$ cat config.mk
export PLATFORM = sky130hd
export DESIGN_NAME = rgb_to_ycbcr_pipe
export DESIGN_NICKNAME = d
export VERILOG_FILES = /design/src/rtl/rgb_to_ycbcr_pipe.sv
export SDC_FILE = /design/constraint.sdc
export NUM_CORES = 2
export LEC_CHECK = 0
export CAP_MARGIN = 10
export CORE_MARGIN = 1
export CORE_UTILIZATION = 30
export CTS_CLUSTER_DIAMETER = 50
export DETAILED_ROUTE_END_ITERATION = 12
export GPL_TIMING_DRIVEN = 0
export SLEW_MARGIN = 20
export SYNTH_ARGS = -nofsm -noshare
export SYNTH_HDL_FRONTEND = slang
export SYNTH_SLANG_ARGS = --single-unit
$ cat constraint.sdc
create_clock -name clk -period 6.4 [get_ports clk]
set_input_delay 1.28 -clock clk [delete_from_list [all_inputs] [get_ports clk]]
set_output_delay 1.28 -clock clk [all_outputs]
set_load 0.02 [all_outputs]
$ cat src/rtl/rgb_to_ycbcr_pipe.sv
// Three-stage RGB -> YCbCr converter (BT.601 / BT.709 full range).
// Stream interface is valid/ready; a single global enable stalls all stages together.
module rgb_to_ycbcr_pipe #(
  parameter int DATA_W = 8,
  parameter int FRAC_W = 14,
  parameter int CNT_W  = 24
) (
  input  logic              clk,
  input  logic              rst,
  input  logic [DATA_W-1:0] red_ch,
  input  logic [DATA_W-1:0] green_ch,
  input  logic [DATA_W-1:0] blue_ch,
  input  logic              std_sel,
  input  logic              in_last,
  input  logic              in_valid,
  output logic              in_ready,
  output logic [DATA_W-1:0] luma_ch,
  output logic [DATA_W-1:0] cb_ch,
  output logic [DATA_W-1:0] cr_ch,
  output logic              out_last,
  output logic              out_valid,
  input  logic              out_ready,
  output logic [CNT_W-1:0]  beat_cnt
);

  localparam int CW    = FRAC_W + 2;
  localparam int ACC_W = DATA_W + FRAC_W + 3;

  function automatic logic signed [CW-1:0] coef(input real c);
    real scaled;
    scaled = c * (2.0 ** FRAC_W);
    if (scaled < 0.0) begin
      return CW'($rtoi(scaled - 0.5));
    end else begin
      return CW'($rtoi(scaled + 0.5));
    end
  endfunction

  localparam logic signed [CW-1:0] C601_YR  = coef(0.299);
  localparam logic signed [CW-1:0] C601_YG  = coef(0.587);
  localparam logic signed [CW-1:0] C601_YB  = coef(0.114);
  localparam logic signed [CW-1:0] C601_CBR = coef(-0.168736);
  localparam logic signed [CW-1:0] C601_CBG = coef(-0.331264);
  localparam logic signed [CW-1:0] C601_CBB = coef(0.5);
  localparam logic signed [CW-1:0] C601_CRR = coef(0.5);
  localparam logic signed [CW-1:0] C601_CRG = coef(-0.418688);
  localparam logic signed [CW-1:0] C601_CRB = coef(-0.081312);
  localparam logic signed [CW-1:0] C709_YR  = coef(0.2126);
  localparam logic signed [CW-1:0] C709_YG  = coef(0.7152);
  localparam logic signed [CW-1:0] C709_YB  = coef(0.0722);
  localparam logic signed [CW-1:0] C709_CBR = coef(-0.114572);
  localparam logic signed [CW-1:0] C709_CBG = coef(-0.385428);
  localparam logic signed [CW-1:0] C709_CBB = coef(0.5);
  localparam logic signed [CW-1:0] C709_CRR = coef(0.5);
  localparam logic signed [CW-1:0] C709_CRG = coef(-0.454153);
  localparam logic signed [CW-1:0] C709_CRB = coef(-0.045847);

  localparam logic signed [ACC_W-1:0] RND  = ACC_W'(64'sd1 <<< (FRAC_W - 1));
  localparam logic signed [ACC_W-1:0] OFS  = ACC_W'(64'sd1 <<< (DATA_W - 1 + FRAC_W));
  localparam logic signed [ACC_W-1:0] MAXV = ACC_W'((64'sd1 <<< DATA_W) - 64'sd1);

  // Floor shift out the fraction, then saturate into the unsigned sample range.
  function automatic logic [DATA_W-1:0] clamp(input logic signed [ACC_W-1:0] a);
    logic signed [ACC_W-1:0] s;
    s = a >>> FRAC_W;
    if (s[ACC_W-1]) begin
      return '0;
    end else if (s > MAXV) begin
      return '1;
    end else begin
      return s[DATA_W-1:0];
    end
  endfunction

  logic                    w_en;
  logic signed [CW-1:0]    w_k   [9];
  logic signed [ACC_W-1:0] w_smp [3];

  logic                    r_s1_valid;
  logic                    r_s1_last;
  logic signed [ACC_W-1:0] r_p [9];
  logic                    r_s2_valid;
  logic                    r_s2_last;
  logic signed [ACC_W-1:0] r_acc_y;
  logic signed [ACC_W-1:0] r_acc_cb;
  logic signed [ACC_W-1:0] r_acc_cr;
  logic                    r_out_valid;
  logic                    r_out_last;
  logic [DATA_W-1:0]       r_luma;
  logic [DATA_W-1:0]       r_cb;
  logic [DATA_W-1:0]       r_cr;
  logic [CNT_W-1:0]        r_cnt;

  // Only a held, unaccepted output beat can stall the pipe.
  assign w_en     = ~(r_out_valid & ~out_ready);
  assign in_ready = w_en;

  assign w_smp[0] = ACC_W'({1'b0, red_ch});
  assign w_smp[1] = ACC_W'({1'b0, green_ch});
  assign w_smp[2] = ACC_W'({1'b0, blue_ch});

  // Coefficient set follows the std_sel of the beat currently being accepted.
  always_comb begin
    if (std_sel) begin
      w_k[0] = C709_YR;  w_k[1] = C709_YG;  w_k[2] = C709_YB;
      w_k[3] = C709_CBR; w_k[4] = C709_CBG; w_k[5] = C709_CBB;
      w_k[6] = C709_CRR; w_k[7] = C709_CRG; w_k[8] = C709_CRB;
    end else begin
      w_k[0] = C601_YR;  w_k[1] = C601_YG;  w_k[2] = C601_YB;
      w_k[3] = C601_CBR; w_k[4] = C601_CBG; w_k[5] = C601_CBB;
      w_k[6] = C601_CRR; w_k[7] = C601_CRG; w_k[8] = C601_CRB;
    end
  end

  // Pipeline: S1 products, S2 rounded/offset sums, S3 shift+clamp into outputs.
  always_ff @(posedge clk) begin
    if (rst) begin
      r_s1_valid  <= 1'b0;
      r_s1_last   <= 1'b0;
      r_s2_valid  <= 1'b0;
      r_s2_last   <= 1'b0;
      r_acc_y     <= '0;
      r_acc_cb    <= '0;
      r_acc_cr    <= '0;
      r_out_valid <= 1'b0;
      r_out_last  <= 1'b0;
      r_luma      <= '0;
      r_cb        <= '0;
      r_cr        <= '0;
      for (int j = 0; j < 9; j++) begin
        r_p[j] <= '0;
      end
    end else if (w_en) begin
      r_s1_valid <= in_valid;
      if (in_valid) begin
        r_s1_last <= in_last;
        for (int j = 0; j < 9; j++) begin
          r_p[j] <= w_smp[j % 3] * ACC_W'(w_k[j]);
        end
      end
      r_s2_valid <= r_s1_valid;
      if (r_s1_valid) begin
        r_s2_last <= r_s1_last;
        r_acc_y   <= r_p[0] + r_p[1] + r_p[2] + RND;
        r_acc_cb  <= r_p[3] + r_p[4] + r_p[5] + RND + OFS;
        r_acc_cr  <= r_p[6] + r_p[7] + r_p[8] + RND + OFS;
      end
      r_out_valid <= r_s2_valid;
      if (r_s2_valid) begin
        r_out_last <= r_s2_last;
        r_luma     <= clamp(r_acc_y);
        r_cb       <= clamp(r_acc_cb);
        r_cr       <= clamp(r_acc_cr);
      end
    end
  end

  // Output transfer counter, wraps naturally at 2^CNT_W.
  always_ff @(posedge clk) begin
    if (rst) begin
      r_cnt <= '0;
    end else if (r_out_valid && out_ready) begin
      r_cnt <= r_cnt + CNT_W'(1);
    end
  end

  assign luma_ch   = r_luma;
  assign cb_ch     = r_cb;
  assign cr_ch     = r_cr;
  assign out_last  = r_out_last;
  assign out_valid = r_out_valid;
  assign beat_cnt  = r_cnt;

endmodule

# Word level (Yosys, flattened, before mapping)
# Memories as Yosys holds them, arrays and structs flattened.
# Index checks and enable logic that the tools add are counted.
# W data, S select, Z words.
[word_totals]
mem_bits_ro = 0
input_bits = 30
mem_count = 1
mem_bits_rw = 225
ff_bits = 129
latchBits = 0
[mem_list]
columns = ["name", "words", "word_bits", "read_ports", "rd_ports_with_merged_regs", "wr", "line_no", "source"]
rows = [
  ["r_p", 9, 25, 9, 0, 9, "81", "logic signed [ACC_W-1:0] r_p [9];"],
]
[op_classes]
shift = 0
n_div = 0
eq_ne = 0
muxes = 22
n_reduce_logical = 4
n_bitwise = 12
n_lt_le_gt_ge = 3
multipliers = 9
addsub = 12
[op_table]
columns = ["cell", "n"]
rows = [
  ["$mul A9 B16 Y25", 9],
  ["$mux W25", 9],
  ["$add A25 B25 Y25", 6],
  ["$mux W141", 1],
  ["$add A25 B15 Y25 const B", 3],
  ["$add A25 B23 Y25 const B", 2],
  ["$mux W8", 6],
  ["$gt A11 B9 Y1 const B", 3],
  ["$add A24 B1 Y24 const B", 1],
  ["$or A1 B1 Y1", 9],
  ["$mux W1", 6],
  ["$reduce_and A2 Y1", 3],
  ["$not A1 Y1", 2],
  ["$and A1 B1 Y1", 1],
  ["$logic_and A1 B1 Y1", 1],
]

# Longest topological paths before layout
[logic_depth]
word_depth = 6
mapped_depth = 23
depth_no_buf = 21

# Least setup slack after synthesis
# Ideal clock, no wire load.
[synth_timing]
path_kind = "input to register"
start = "input port std_sel"
end = "memory r_p[0][199] (netlist bit), data pin"
t_arrival_ns = 6.229
path_buffers = 3
stages = 22
setup_ns = 0.258
path_slack_ns = -0.087
path_cell_list = "clkbuf_1 clkbuf_1 clkbuf_1 nand2b_1 nand2_1 ha_1 inv_1 fa_1 inv_1 fa_1 inv_1 fa_1 inv_1 ha_1 a2111oi_0 o21ai_1 a31oi_1 o31ai_1 a21oi_1 a211oi_1 or2_1 mux2i_1"
[synth_rtl]
columns = ["element", "line_no", "source"]
rows = [
  ["start, declared", "13", "input logic std_sel,"],
  ["end, declared", "81", ""],
]

==> results.cfg <==
[status]
status = finished, final reports clean

[power]
clock_power_share_pct = 12.5
combPwrFrac_pct = 71.0
ir_worst_vdd_v = 0.000246
seq_power_share_pct = 16.5
net-switching-power_mw = 7.84
switching_share_pct = 48.8
intPower_mw = 8.22
power_density_nw_per_um2 = 445
p_leak_nw = 17.8

[final_layout]
drive_gt1_share_pct = 4.02
layout_commonest_cell = inv_1
fin_nets = 4408
stdcell_count = 4903
final_cell_mix = inv_1 (707), ha_1 (509), fa_1 (384)
fin_util_pct = 34.3
area_delta_synth_final_pct = 13.2
fill_cells = 10700
final_area_um2 = 36100

[worst_setup_path]
r2r_start = r_p[0][163]
cp.arrival_ns = 6.49
worstPathRequired_ns = 6.70
worst_r2r_path_depth = 11
startpoint_type = primary input
cp_max_fo = 5
critPathLaunch = blue_ch[6]
crit_path_end_kind = flip-flop
crit_type = primary input to flip-flop

[detailed_routing]
drtIter0Drc = 1430
dr.pass1.iters = 5
ant_nets = 0
drc = 0
via_per_inst = 4.62
routed_wl_um = 83000
routedWlPerCell_um = 16.9
vias = 22700

[clocking]
ctsRootBufferMaster = clkbuf_16
clk_path_buf_depth = 3
cts_buffers = 35
clock_sinks = 264
clock_latency_ns = 0.56
clk_pin_slew_ns = 0.06
cts_tree = yes
htreeDepth = 2

[sta]
hold_viol_final = 0
clock_skew_ns = 0.0178
relSlewSlack_pct = 17.2
post-route-period-util_pct = 96.7
worst_slack_ns = 0.209
slew_viol_final = 0
rsz0062_at_grt = yes
max_freq_ghz = 0.162
min_period_ns = 6.19
setup-violations-final = 0
worst_slew_pin_slew_ns = 1.24

[placed_design]
place_congestion = 0.897
dpl.cell_count = 4835
placed_area_um2 = 34700
hpwl_um = 70000
port-buffer-count = 79
post-place-ws_ns = -1.98

[global_routing]
grt_pass1_wl_um = 130000
grt_max_degree = 57
grt_usage_pct = 15.7
antenna_found_initial = 3
grt-ovfl-total = 0
grt_pass1_vias = 22900

[logic_synthesis]
synth_area_um2 = 31900
ys_ff_latch = 264
ys_seq_area_share_pct = 22.1
synth_cell_type_count = 67
async_flop_share_pct = 0
avgSynthCellArea_um2 = 9.61
synthCells = 3318
yosys_warnings = 0
ys.flop_type = edfxtp_1
synth_edf_count = 177

[floorplanning]
die_h_um = 328
boundaryPins = 81
die_w_um = 328
dieArea_um2 = 108000
rows = 119
core_um2 = 105000
start_util_pct = 30.3

[worst_hold_path]
min_path_cells = 2
min_from = r_acc_y[14]
hold_path_class = flip-flop to flip-flop

[run]
max-cap-violations = 0
## critical path, cell delays in order
cell             delay (ns)
clkdlybuf4s50_1        0.56
inv_1                  0.19
nor2_2                 0.31
ha_2                   0.32
inv_1                  0.08
fa_1                   0.54
inv_1                  0.06
fa_1                   0.53
inv_1                  0.06
fa_1                   0.54
inv_1                  0.05
ha_1                   0.32
or2_2                  0.14
o31ai_1                0.08
or3_1                  0.43
a31oi_4                0.31
a311o_1                0.34
buf_4                  0.15
xnor2_1                0.13
nor2_1                 0.05
## registers in the layout, indices dropped and copies added, names as in the netlist, 8 cells and up
register  cells
r_acc_cr     11
beat_cnt     24
r_acc_y      11
luma_ch       8
r_acc_cb     11
cb_ch         8
cr_ch         8
r_p         177
## power groups by stage
stage               Clock, mW  Sequential, mW  Combinational (mW)
finish                   2.00            2.65                11.4
global route             2.11            2.69                12.9
CTS                      2.05            2.66                11.3
detailed placement          0            2.69                11.1
global placement            0            2.70                11.0
floorplan                   0            2.60                8.26
## area by class of cell
cell class / count / area (um2) / area share, %
Multi-Input combinational cell: 2300 / 22100 / 61.4
Sequential cell: 264 / 7060 / 19.6
Inverter: 712 / 2680 / 7.44
Tap cell: 1391 / 1740 / 4.82
Clock buffer: 44 / 958 / 2.66
Timing Repair Buffer: 85 / 903 / 2.50
Buffer: 86 / 389 / 1.08
Clock inverter: 20 / 211 / 0.586
Antenna cell: 1 / 2.50 / 0.00693
## final timing paths
kind	endpoint	slack [ns]
max	r_p[0][218]	0.21
max reg2reg	r_acc_cr[24]	2.45
min	r_acc_y[14]	0.45
min reg2reg	r_acc_y[14]	0.45
## metrics by stage
| step | hold WS (ns) | total power, mW | setup TNS (ns) |
|---|---|---|---|
| global route | 0.472 | 17.7 | -0.0471 |
| finish | 0.451 | 16.1 | 0 |
| CTS | 0.452 | 16.0 | 0 |
| detailed placement | 0.445 | 13.8 | -127.93 |
| floorplan | 0.426 | 10.9 | 0 |
| global placement | 0.440 | 13.7 | -553.06 |
## cells in the mapped netlist, drive strengths merged (57+ instances only)
master / instances / area (um2)
edfxtp: 177 / 5320
inv: 712 / 2670
nand2: 149 / 559
ha: 510 / 6380
nor3: 63 / 320
xor2: 60 / 526
nand3: 57 / 285
xnor2: 68 / 596
a21o: 61 / 458
dfxtp: 87 / 1740
o21ai: 83 / 415
clkbuf: 74 / 278
fa: 384 / 7690
a21oi: 153 / 766
nor2: 279 / 1050
## kinds of logic after synthesis
kind of cell | share of synthesized area (%)
other cells | 0.0236
compound gates | 8.72
flops | 22.1
simple gates | 11.6
buf+inv | 9.39
xor+xnor | 3.52
mux | 0.471
fa+ha+maj | 44.1
## routing by layer
layer | wire (um) | track usage (%)
met5 | 0 | 0
met4 | 2290 | 4.79
met3 | 4430 | 2.37
met2 | 38000 | 25.3
met1 | 38300 | 21.5
## timing repair
action / 4_1_cts / 5_1_grt
gates resized for setup: 61 / 35
buffers inserted: 1 / 2
pin swaps: 1 / 3
hold buffers: 0 / 0
setup endpoints to repair: 92 / 48
Note: power is estimated with default switching activity, not from simulation.
